<file path="src/rtl/branch_resolve_unit_pkg.sv">
// Shared CPU definitions: branch type encoding, the IF prediction packet
// carried down the pipe, the BPU training packet and the resolver FSM states.
package CPU_Defines;

   // Decoded branch class as produced by ID.
   typedef enum logic [1:0] {
      BIsNone = 2'd0,
      BIsCall = 2'd1,
      BIsRetn = 2'd2,
      BIsImme = 2'd3
   } btype_t;

   // Prediction made in IF, travelling with the instruction.
   typedef struct packed {
      logic        Valid;
      logic        IsTaken;
      logic [31:0] Target;
      logic [1:0]  Count;
      logic        Hit;
   } PResult;

   // Training / correction packet sent back to the BPU.
   typedef struct packed {
      logic        Valid;
      logic [31:0] PC;
      btype_t      Type;
      logic [31:0] Target;
      logic        IsTaken;
      logic [1:0]  Count;
      logic        Hit;
   } BResult;

   // Resolver state: idle, or holding a correction until the delay slot is in.
   typedef enum logic {
      IDLE    = 1'b0,
      WAIT_DS = 1'b1
   } brs_state_t;

   // Fall-through distance past a branch and its delay slot.
   localparam logic [31:0] DS_STEP = 32'd8;

   // Sequential successor of a branch, skipping its delay slot (wraps at 2^32).
   function automatic logic [31:0] seq_pc(input logic [31:0] pc);
      return pc + DS_STEP;
   endfunction

endpackage

</file>
<file path="src/rtl/branch_resolve_unit_sat_counter.sv">
// Saturating up-counter: increments on inc_i and sticks at all-ones.
module sat_counter #(
   parameter int W = 32
) (
   input  logic         clk,
   input  logic         rst,
   input  logic         inc_i,
   output logic [W-1:0] count_o
);

   logic [W-1:0] count_q;
   logic [W-1:0] count_d;

   // Next value: hold at all-ones instead of wrapping back to zero.
   always_comb begin
      // NOTE: give every combinational output a default first so no path leaves it unassigned (that would infer a latch).
      count_d = count_q;
      if (inc_i && (count_q != '1)) begin
         count_d = count_q + W'(1);
      end
   end

   // Counter register with synchronous reset.
   always_ff @(posedge clk) begin
      // NOTE: clocked state uses non-blocking assignments so every register samples pre-edge values.
      if (rst) begin
         count_q <= '0;
      end else begin
         count_q <= count_d;
      end
   end

   assign count_o = count_q;

endmodule

</file>
<file path="src/rtl/branch_resolve_unit.sv">
// EXE-stage branch resolver: compares the IF prediction against the actual
// outcome, emits the BPU training packet, redirects the front end after the
// delay slot has been fetched, and keeps branch/mispredict counters.
module branch_resolve_unit
   import CPU_Defines::*;
#(
   parameter int CNT_W        = 32,
   parameter int DS_TIMEOUT_W = 4
) (
   input  logic             clk,
   input  logic             rst,
   input  logic             EXE_Valid,
   input  logic             EXE_Stall,
   input  logic [31:0]      EXE_PC,
   input  btype_t           EXE_BType,
   input  logic             EXE_IsJump,
   input  logic             EXE_Cond,
   input  logic [31:0]      EXE_Target,
   input  PResult           EXE_PResult,
   input  logic             DS_InPipe,
   input  logic             DS_Arrive,
   output BResult           EXE_BResult,
   output logic             Redirect_Valid,
   output logic [31:0]      Redirect_PC,
   output logic             IF_Flush,
   output logic [CNT_W-1:0] Perf_Branch,
   output logic [CNT_W-1:0] Perf_Mispred
);

   // Actual and predicted outcome.
   logic        is_taken_act;
   logic [31:0] fall_pc;
   logic [31:0] next_pc_act;
   logic        pred_taken;
   logic [31:0] pred_pc;
   logic        mispredict;

   // One-shot resolve event and its qualified consequences.
   logic        resolve;
   logic        inc_branch;
   logic        inc_mispred;
   logic        redirect_now;
   logic        defer_redirect;
   logic        wdog_sat;

   // State.
   brs_state_t              state_q;
   logic                    reported_q;
   logic [31:0]             saved_pc_q;
   logic [DS_TIMEOUT_W-1:0] wdog_q;

   assign fall_pc      = seq_pc(EXE_PC);
   assign is_taken_act = EXE_IsJump | ((EXE_BType == BIsImme) & EXE_Cond);
   assign next_pc_act  = is_taken_act ? EXE_Target : fall_pc;

   // A prediction only counts as taken when the BTB entry was valid.
   assign pred_taken   = EXE_PResult.Valid & EXE_PResult.IsTaken;
   assign pred_pc      = pred_taken ? EXE_PResult.Target : fall_pc;

   // A non-branch predicted taken also lands here and is corrected to PC+8.
   assign mispredict   = EXE_Valid & (next_pc_act != pred_pc);

   // Resolve at most once per instruction, and never while a correction is
   // still waiting for its delay slot.
   assign resolve      = !rst & (state_q == IDLE) & EXE_Valid & !reported_q &
                         ((EXE_BType != BIsNone) | pred_taken);

   assign inc_branch     = resolve & (EXE_BType != BIsNone);
   assign inc_mispred    = resolve & mispredict;
   assign redirect_now   = inc_mispred & DS_InPipe;
   assign defer_redirect = inc_mispred & !DS_InPipe;
   assign wdog_sat       = (wdog_q == '1);

   // Training packet and front-end redirect, both valid in the cycle they apply.
   always_comb begin
      EXE_BResult    = '0;
      Redirect_Valid = 1'b0;
      Redirect_PC    = '0;
      IF_Flush       = 1'b0;

      if (resolve) begin
         EXE_BResult.Valid   = 1'b1;
         EXE_BResult.PC      = EXE_PC;
         EXE_BResult.Type    = EXE_BType;
         EXE_BResult.Target  = EXE_Target;
         EXE_BResult.IsTaken = is_taken_act;
         EXE_BResult.Count   = EXE_PResult.Count;
         EXE_BResult.Hit     = EXE_PResult.Hit;
      end

      // Reset suppresses any redirect, even one coinciding with DS_Arrive.
      if (!rst) begin
         case (state_q)
            IDLE: begin
               if (redirect_now) begin
                  Redirect_Valid = 1'b1;
                  IF_Flush       = 1'b1;
                  Redirect_PC    = next_pc_act;
               end
            end
            WAIT_DS: begin
               if (DS_Arrive || wdog_sat) begin
                  Redirect_Valid = 1'b1;
                  IF_Flush       = 1'b1;
                  Redirect_PC    = saved_pc_q;
               end
            end
            default: begin
               Redirect_Valid = 1'b0;
            end
         endcase
      end
   end

   // Resolver FSM, saved correction PC, delay-slot watchdog and one-shot flag.
   always_ff @(posedge clk) begin
      if (rst) begin
         state_q    <= IDLE;
         reported_q <= 1'b0;
         saved_pc_q <= '0;
         wdog_q     <= '0;
      end else begin
         // Remember a report made during a stall until EXE finally advances.
         reported_q <= EXE_Stall & (reported_q | resolve);

         case (state_q)
            IDLE: begin
               if (defer_redirect) begin
                  saved_pc_q <= next_pc_act;
                  wdog_q     <= '0;
                  state_q    <= WAIT_DS;
               end
            end
            WAIT_DS: begin
               if (DS_Arrive || wdog_sat) begin
                  state_q <= IDLE;
               end else begin
                  wdog_q <= wdog_q + DS_TIMEOUT_W'(1);
               end
            end
            default: begin
               state_q <= IDLE;
            end
         endcase
      end
   end

   // Resolved-branch counter.
   sat_counter #(.W(CNT_W)) u_perf_branch (
      .clk     (clk),
      .rst     (rst),
      .inc_i   (inc_branch),
      .count_o (Perf_Branch)
   );

   // Mispredict counter.
   sat_counter #(.W(CNT_W)) u_perf_mispred (
      .clk     (clk),
      .rst     (rst),
      .inc_i   (inc_mispred),
      .count_o (Perf_Mispred)
   );

endmodule

</file>
<file path="config.mk">
export PLATFORM = sky130hd
export DESIGN_NAME = branch_resolve_unit
export DESIGN_NICKNAME = d
export VERILOG_FILES = /design/src/rtl/branch_resolve_unit_pkg.sv /design/src/rtl/branch_resolve_unit_sat_counter.sv /design/src/rtl/branch_resolve_unit.sv
export SDC_FILE = /design/constraint.sdc
export NUM_CORES = 1
export LEC_CHECK = 0
export ABC_AREA = 0
export CORE_MARGIN = 5
export CORE_UTILIZATION = 47
export CTS_CLUSTER_SIZE = 24
export DETAILED_ROUTE_END_ITERATION = 7
export PLACE_DENSITY = 0.92
export SLEW_MARGIN = 10
export SYNTH_ARGS = -nofsm -noshare
export SYNTH_HDL_FRONTEND = slang
export SYNTH_SLANG_ARGS = --single-unit
</file>
<file path="constraint.sdc">
create_clock -name clk -period 6.7 [get_ports clk]
set_input_delay 1.34 -clock clk [delete_from_list [all_inputs] [get_ports clk]]
set_output_delay 1.34 -clock clk [all_outputs]
set_load 0.1 [all_outputs]
</file>
==> reports/metrics.csv, run 1 <==
metric;value;unit
place_area;12300;um^2
fin_hold_ws;466;ps
grt_first_pass_wirelength;50400;um
antenna_found_initial;1;
period_minus_slack;6520;ps
clock_tree.root_cell;clkbuf_16;
grt_pass1_vias;9550;
grt_max_degree;101;
via_per_inst;6.24;
design_area;12700;um^2
finalCritPeriodShare;97.4;%
track_usage;30.3;%
cts.path.max_buffers;2;
maxCapViolCount;0;
drcViolationCount;0;
port_buffers;279;
cts_resized;0;
start_util;47.4;%
htreeDepth;3;
finalWorstSetupSlack;177;ps
routed_wirelength;32900;um
min_path_cells;2;
worstHoldStart;saved_pc_q[5];
dp_cells;1586;
coreArea;17800;um^2
die_h;144;um
final_hold_viol_count;0;
clk_transition_reported_paths;70;ps
worst_clock_skew;11.3;ps
syn_nets;1249;
status;finished, final reports clean;
syn_to_final_growth;50.0;%
reg2reg_to;u_perf_branch.count_o[31];
leakage;0.00455;uW
synthCells;1134;
r2r_cells;9;
vias;9995;
dp_hpwl;25900;um
drive_gt1_share;13.3;%
synth-edff-count;0;
hold_buffers;0;
max-vdd-ir-drop;0.167;mV
nets;1483;
critical_path_class;primary input to output port;
clock.fmax;153;MHz
row_count;49;
pre_cts_ws;31.6;ps
io_pins;280;
critPathCaptureType;output port;
crit_path_start_kind;primary input;
power;1860;uW
slew_viol_final;0;
rrSetupSlack;2280;ps
synth_area_per_cell;7.45;um^2
clock-sinks;102;
cp_max_fo;33;
die_x;144;um
cts_tree;built;
rr_startpoint;state_q;
netlist_area;8450;um^2
synthArstFlopShare;0;%
ys_ff_latch;102;
initialDrtViolationCount;1136;
yosysSeqAreaShare;24.2;%
cts_buffers;9;
relSlewSlack;27.9;%
worstPathArrival;5180;ps
worstPathRequired;5360;ps
ys.warnings.count;0;
die_area;20800;um^2
wl_per_cell;20.5;um
setup_viol_count_final;0;
clk_latency;350;ps
synth_top_flop_cell;dfxtp_1;
drtPass1Iterations;6;
synth.distinct_cells;74;
startpoint;EXE_PC[4];
n_antenna_cell;0;
grt_overflow_total;0;
drtAntennaViolNets;0;
power.density;147;nW/um^2
post_cts_buffers;0;
hold_path_end;saved_pc_q[5];
worst_pin_slew;1080;ps
stdcell_count;1602;
routabilityCongestion;1.12;
worst_hold_path_type;flop to flop;
==> state kept, by name, indices dropped and copies added (netlist names) <==
signal and cells:
reported_q 1, wdog_q 4, u_perf_mispred.count_o 32, state_q 1, u_perf_branch.count_o 32, saved_pc_q 32
==> kinds of logic after synthesis <==
group	share of synthesized area [%]
compound gates	16.9
xor+xnor	12.0
fa+ha+maj	0.592
buf+inv	5.42
flops	24.2
mux	8.16
simple gates	32.8
==> power breakdown <==
group          leakage, uW  internal [uW]  switching (uW)
combinational      0.00359            261             457
sequential        0.000824            615            9.73
clock             0.000136            276             241
==> synthesized netlist by cell type (all sizes together) (6+ instances only) <==
cell | number | share of area, %
buf | 29 | 1.9
and3 | 12 | 0.95
o211ai | 8 | 0.71
o31ai | 16 | 1.5
mux2i | 61 | 7.2
a31oi | 8 | 0.59
a211oi | 10 | 0.95
or4 | 17 | 1.5
xor2 | 50 | 5.2
nor2 | 157 | 7.0
o22ai | 7 | 0.52
nor4 | 24 | 2.4
and4 | 11 | 1.1
o21a | 6 | 0.53
nand2 | 87 | 3.9
nor3 | 18 | 1.1
nand4 | 34 | 2.7
a21oi | 51 | 3.0
and2 | 70 | 5.2
o41ai | 7 | 0.73
o21ai | 47 | 2.8
inv | 21 | 0.93
dfxtp | 102 | 24
mux2 | 7 | 0.93
clkbuf | 59 | 2.6
nor2b | 14 | 1.0
nand3 | 47 | 2.8
or3 | 17 | 1.3
xnor2 | 55 | 5.7
==> cells in the final DEF, fill, tap and decap left out, types with 17 or more instances in the layout <==
| cell type | netlist | routed |
|---|---|---|
| a21oi_1 | 51 | 51 |
| and2_1 | 69 | 69 |
| buf_12 | 0 | 94 |
| buf_4 | 8 | 42 |
| clkdlybuf4s50_1 | 0 | 174 |
| dfxtp_1 | 102 | 101 |
| inv_1 | 21 | 20 |
| mux2i_1 | 61 | 61 |
| nand2_1 | 87 | 87 |
| nand3_1 | 47 | 47 |
| nand4_1 | 32 | 32 |
| nor2_1 | 157 | 155 |
| nor3_1 | 18 | 18 |
| nor4_1 | 19 | 18 |
| o21ai_0 | 41 | 41 |
| or3_1 | 17 | 17 |
| xnor2_1 | 55 | 55 |
| xor2_1 | 50 | 50 |
==> how the worst max path moves through the flow <==
| stage | end | slack, ps | cells after the start |
|---|---|---|---|
| 4_1_cts | Redirect_PC[5] | 30 | 15 |
| 5_1_grt | IF_Flush | -3 | 15 |
| 6_report | Redirect_Valid | 180 | 15 |
| 2_1_floorplan | Redirect_PC[10] | 200 | 13 |
| 3_5_place_dp | Redirect_PC[5] | 30 | 15 |
| 3_3_place_gp | Redirect_PC[5] | 170 | 15 |
==> stage by stage <==
stage / utilization (%) / setup TNS (ps)
global route: 71.0 / -5.18
floorplan: - / 0
CTS: 70.8 / 0
global placement: 69.1 / 0
finish: 71.0 / 0
detailed placement: 69.1 / 0
==> worst max-delay path, cell delays in order <==
cell and delay, ps:
clkdlybuf4s50_1 500, ha_2 230, nand4_2 170, buf_4 220, or3_1 420, xor2_1 190, xnor2_1 130, or4_1 540
o31ai_1 240, and4_2 300, a31oi_1 110, a32oi_2 220, buf_12 220, inv_1 140, buf_12 190
==> routing by layer <==
layer	track usage, %	vias up	routed length, um
met5	0	-	13
met1	35.0	4588	11400
met2	53.1	696	15800
met4	13.4	2	1750
met3	7.44	166	3850
li1	-	4543	-
==> cell type report <==
| class | instances | area [um^2] |
|---|---|---|
| timing repair buffer | 311 | 3940 |
| fill | 1278 | 5170 |
| inverter | 21 | 78.8 |
| multi-input combinational | 923 | 6020 |
| clock inverter | 5 | 42.5 |
| sequential | 102 | 2040 |
| tap | 229 | 287 |
| clock buffer | 11 | 253 |
Note: power is estimated with default switching activity, not from simulation.
==> inputs of run 2 (changes only) <==
--- a/config.mk
+++ b/config.mk
@@ -5,12 +5,12 @@
 export SDC_FILE = /design/constraint.sdc
 export NUM_CORES = 1
 export LEC_CHECK = 0
-export ABC_AREA = 0
+export ABC_AREA = 1
 export CORE_MARGIN = 5
 export CORE_UTILIZATION = 47
 export CTS_CLUSTER_SIZE = 24
 export DETAILED_ROUTE_END_ITERATION = 7
-export PLACE_DENSITY = 0.92
+export PLACE_DENSITY = 0.9
 export SLEW_MARGIN = 10
 export SYNTH_ARGS = -nofsm -noshare
 export SYNTH_HDL_FRONTEND = slang
==> reports/metrics.csv, run 2 <==
metric;value;unit
synth_most_common_cell;nand2_1;
clock.fmax;157;MHz
fin_tns_setup;0;ps
finalCritPeriodShare;95.2;%
dp_hpwl;27000;um
synthArstFlopShare;0;%
die_area;22400;um^2
status;finished, final reports clean;
syn_nets;1730;
routabilityCongestion;1.08;
rsz0062_at_grt;no;
port_buffers;279;
n_antenna_cell;0;
pre_cts_ws;400;ps
synth.area.top_cells;dfxtp_1, nand2_1, nor2_1, nand3_1, inv_1;
power_frac_seq;35.1;%
synth_area_per_cell;5.67;um^2
cp.depth;21;
vias;11400;
power.density;141;nW/um^2
coreArea;19300;um^2
antenna_found_initial;1;
hold_buffers;0;
clock-sinks;102;
relSlewSlack;33.2;%
final_cell_mix;nand2_1, nor2_1, clkdlybuf4s50_1;
swShare;39.9;%
synth-edff-count;0;
cts_tree;built;
ys_ff_latch;102;
place_area;12200;um^2
final_hold_viol_count;0;
max-vdd-ir-drop;0.106;mV
drive_gt1_share;14.2;%
routed_wirelength;34600;um
crit_path_start_kind;primary input;
cts_buffers;9;
setup_viol_count_final;0;
clk_latency;350;ps
synth_largest_area_cell;dfxtp_1;
post_cts_buffers;0;
synth.distinct_cells;40;
cpMostUsedCell;nand2_1;
grt_first_pass_wirelength;54100;um
io_pins;280;
die_x;150;um
yosys-top-cells-count;nand2_1, nor2_1, inv_1, nand3_1, dfxtp_1;
multi_input_area;6210;um^2
netlist_area;9150;um^2
synth_top_area_share;22.3;%
finalWorstSetupSlack;323;ps
grt_pass1_vias;10900;
synth_top_flop_cell;dfxtp_1;
clk_transition_reported_paths;80;ps
comb_power_share;35.5;%
cell_internal_pwr;1060;uW
power;1770;uW
crit_path_max_incr_delay;570;ps
worstPathRequired;5360;ps
grt_max_degree;67;
htreeDepth;3;
design_area;12500;um^2
p_switching;705;uW
track_usage;29.7;%
cts_resized;0;
crit_path_top_delay_cell;clkdlybuf4s50_1;
cp_max_fo;18;
min_path_cells;2;
final_common_cell;nand2_1;
yosysSeqAreaShare;22.3;%
seq_area;2040;um^2
drtAntennaViolNets;0;
critical_path_buf_inv_count;4;
nets;1968;
fillers;1816;
wl_per_cell;16.3;um
drtPass1Iterations;6;
critPathCaptureType;output port;
via_per_inst;5.36;
initialDrtViolationCount;841;
r2r_cells;14;
worst_clock_skew;7.32;ps
p_clk_share;29.3;%
critical_path_class;primary input to output port;
worst_pin_slew;999;ps
period_minus_slack;6380;ps
grt_overflow_total;0;
worstPathArrival;5040;ps
maxCapViolCount;0;
drcViolationCount;0;
worst_hold_path_type;flop to flop;
row_count;51;
start_util;47.3;%
synthCells;1615;
cts.path.max_buffers;2;
slew_viol_final;0;
ys.warnings.count;0;
die_h;150;um
leakage;0.00543;uW
path_delay_family;simple AND/OR/NAND/NOR gates;
syn_to_final_growth;36.7;%
path_cells;clkdlybuf4s50_1 -> ha_1 -> nand3_2 -> nor2_4 -> nand2_2 -> inv_2 -> nand2_1 -> nand3_1 -> nand2_1 -> nand2_1 -> nand2_1 -> nor2_1 -> nand3_1 -> nor2_1 -> nand3_4 -> nand2_1 -> o21ai_2 -> nand2_2 -> buf_4 -> nor2_1 -> buf_12;
clock_tree.root_cell;clkbuf_16;
==> run 2: cell count changes in the layout (fill, tap and decap cells not counted), moves of 54 or more <==
cell and delta:
nor2_1 +58, mux2i_1 -54, inv_1 +124, buf_12 -60, nand2_1 +455, and2_1 -69, nand3_1 +84
==> run 2: through the flow <==
| step | util [%] | hold slack (ps) | instances |
|---|---|---|---|
| floorplan | - | 440 | 1615 |
| global placement | 63.3 | 452 | 2107 |
| detailed placement | 63.3 | 457 | 2107 |
| CTS | 64.7 | 469 | 2122 |
| global route | 64.7 | 488 | 2122 |
| finish | 64.7 | 470 | 2122 |
==> run 2: cell type report <==
| class | count | area share [%] |
|---|---|---|
| Inverter | 155 | 4.65 |
| Timing Repair Buffer | 295 | 24.6 |
| Multi-Input combinational cell | 1290 | 49.6 |
| Clock buffer | 9 | 1.80 |
| Clock inverter | 6 | 0.440 |
| Sequential cell | 102 | 16.3 |
| Tap cell | 265 | 2.65 |
==> run 2: layer usage <==
metal	vias up	wire length, um	track usage [%]	share of wire, %
met3	83	3290	6.57	9.5
met5	-	13	0	0.038
met1	5124	13600	36.2	39
met2	533	16500	51.3	48
met4	2	1110	10.7	3.2
li1	5633	-	-	-
==> run 2: worst reg2reg max path, cell delays in order, from the launching register on <==
cell,delay [ps]
dfxtp_1,510
clkinv_1,100
buf_4,460
nand3_1,250
a21oi_1,300
nand2_2,180
clkinv_1,200
nand2_1,150
nor2_1,170
nand4_1,160
nor2_1,290
nand3_1,210
nor2_1,170
xnor2_1,130
nor2_1,50
==> run 2: cell families after synthesis <==
kind of cell | share of synthesized area [%]
and+or+nand+nor | 50.9
buffers and inverters | 10.0
AOI/OAI and AO/OA | 10.6
DFF | 22.3
xor gates and xnor gates | 4.88
muxes | 0.765
adders and majority gates | 0.547
==> run 2: path summary, 6_finish.rpt <==
kind                                      from                        end  slack, ps
worst max-delay path                 EXE_PC[3]            Redirect_PC[21]        320
worst min register to register  saved_pc_q[27]             saved_pc_q[27]        470
worst max register to register         state_q  u_perf_branch.count_o[29]       3250
worst min-delay path            saved_pc_q[27]             saved_pc_q[27]        470
==> run 2: power by group through the flow <==
stage	clock network, uW	logic, uW	registers (uW)
global route	547	670	622
finish	518	628	621
floorplan	0	407	646
global placement	0	619	635
detailed placement	0	622	635
CTS	523	625	621
==> inputs of run 3 (changes only) <==
--- a/config.mk
+++ b/config.mk
@@ -7,10 +7,10 @@
 export LEC_CHECK = 0
 export ABC_AREA = 1
 export CORE_MARGIN = 5
-export CORE_UTILIZATION = 47
+export CORE_UTILIZATION = 30
 export CTS_CLUSTER_SIZE = 24
 export DETAILED_ROUTE_END_ITERATION = 7
-export PLACE_DENSITY = 0.9
+export PLACE_DENSITY = 0.65
 export SLEW_MARGIN = 10
 export SYNTH_ARGS = -nofsm -noshare
 export SYNTH_HDL_FRONTEND = slang
==> reports/metrics.csv, run 3 (synthesis results as in run 2) <==
metric;value;unit
status;finished, final reports clean;
grt_overflow_total;0;
leakage;0.00546;uW
routabilityCongestion;0.974;
worstPathArrival;4990;ps
final_hold_viol_count;0;
crit_path_start_kind;primary input;
row_count;64;
wl_per_cell;16.3;um
seq_area;2040;um^2
critical_path_class;primary input to output port;
comb_power_share;34.7;%
critPathCaptureType;output port;
r2r_cells;13;
worst_clock_skew;9.14;ps
period_minus_slack;6330;ps
pre_cts_ws;270;ps
maxCapViolCount;0;
power.density;143;nW/um^2
clock_tree.root_cell;clkbuf_16;
rr_startpoint;state_q;
htreeDepth;3;
slew_viol_final;0;
worstPathRequired;5360;ps
nets;1967;
routed_wirelength;36700;um
rsz0062_at_grt;no;
via_per_inst;4.96;
io_pins;280;
track_usage;20.8;%
worst_pin_slew;1170;ps
power_frac_seq;34.1;%
cts_tree;built;
multi_input_area;6210;um^2
reg2reg_to;u_perf_branch.count_o[29];
finalCritPeriodShare;94.5;%
die_x;185;um
drtAntennaViolNets;0;
setup_viol_count_final;0;
die_h;185;um
final_common_cell;nand2_1;
initialDrtViolationCount;747;
port_buffers;279;
fin_hold_ws;464;ps
max-vdd-ir-drop;0.125;mV
cell_internal_pwr;1100;uW
cp_max_fo;34;
rrSetupSlack;3690;ps
power;1820;uW
vias;11200;
drcViolationCount;0;
startpoint;EXE_BType[1];
grt_pass1_vias;10600;
crit_end;Redirect_PC[21];
finalWorstSetupSlack;371;ps
clock-sinks;102;
fin_tns_setup;0;ps
stdcell_count;2253;
cts_buffers;9;
relSlewSlack;22.0;%
swShare;39.3;%
clock.fmax;158;MHz
coreArea;30300;um^2
p_clk_share;31.1;%
antenna_found_initial;0;
n_antenna_cell;0;
start_util;30.2;%
syn_to_final_growth;38.9;%
p_switching;715;uW
drtPass1Iterations;6;
fillers;3312;
cts.path.max_buffers;2;
dp_hpwl;28800;um
clk_latency;360;ps
post_cts_buffers;0;
drive_gt1_share;14.2;%
grt_max_degree;83;
final_cell_mix;nand2_1, nor2_1, clkdlybuf4s50_1;
clk_transition_reported_paths;70;ps
worst_hold_path_type;flop to flop;
grt_first_pass_wirelength;57200;um
die_area;34100;um^2
dp_cells;2237;
[run 3: cell count changes in the layout (fill, tap and decap cells not counted), sizes merged]
| cell | change |
|---|---|
| clkinv | +2 |
| bufinv | +1 |
| buf | -1 |
| clkinvlp | -2 |
[run 3: worst min-delay path by stage]
stage | from | to | cells after the start
6_report | saved_pc_q[31] | saved_pc_q[31] | 2
5_1_grt | saved_pc_q[26] | saved_pc_q[26] | 2
4_1_cts | saved_pc_q[31] | saved_pc_q[31] | 2
3_5_place_dp | saved_pc_q[31] | saved_pc_q[31] | 2
3_3_place_gp | saved_pc_q[31] | saved_pc_q[31] | 2
2_1_floorplan | saved_pc_q[31] | saved_pc_q[31] | 2
[run 3: metrics by stage]
stage	util [%]	cell area, um^2
6_report	41.9	12700
5_1_grt	41.9	12700
4_1_cts	41.9	12700
3_5_place_dp	40.9	12400
3_3_place_gp	40.9	12400
2_1_floorplan	-	9150
[run 3: area by class of cell]
cell class / count / area share, %
sequential: 102 / 16.1
tap: 396 / 3.90
inverter: 155 / 4.57
timing repair buffer: 294 / 24.2
multi-input combinational: 1290 / 48.8
clock buffer: 9 / 1.77
clock inverter: 7 / 0.689
[run 3: timing repair]
action / 4_1_cts / 5_1_grt
endpoints found under the setup margin: 0 / 7
hold buffers: 0 / 0
resized for setup: 0 / 1
[run 3: power by group through the flow]
stage	clock (uW)	sequential, uW	combinational [uW]
6_report	566	621	632
5_1_grt	609	622	679
4_1_cts	584	621	634
3_5_place_dp	0	635	632
3_3_place_gp	0	635	630
2_1_floorplan	0	646	407
[run 3: critical path: stages]
cell,delay (ps)
clkdlybuf4s50_1,420
nand3_1,110
nand2_2,220
inv_2,580
nand3_1,140
o21ai_1,270
xor2_1,120
nor2_1,190
nand3_1,130
nor2_1,270
nand3_4,100
nand2_1,80
o21ai_2,70
nand2_2,410
buf_4,260
nor2_1,80
buf_12,190
[run 3: routing by layer]
metal | vias up | global-route usage, % | part of all wire (%)
li1 | 5626 | - | -
met1 | 5121 | 27.5 | 45
met2 | 382 | 34.7 | 46
met3 | 46 | 3.97 | 6.4
met4 | 0 | 5.84 | 2.6
met5 | - | 0 | 0
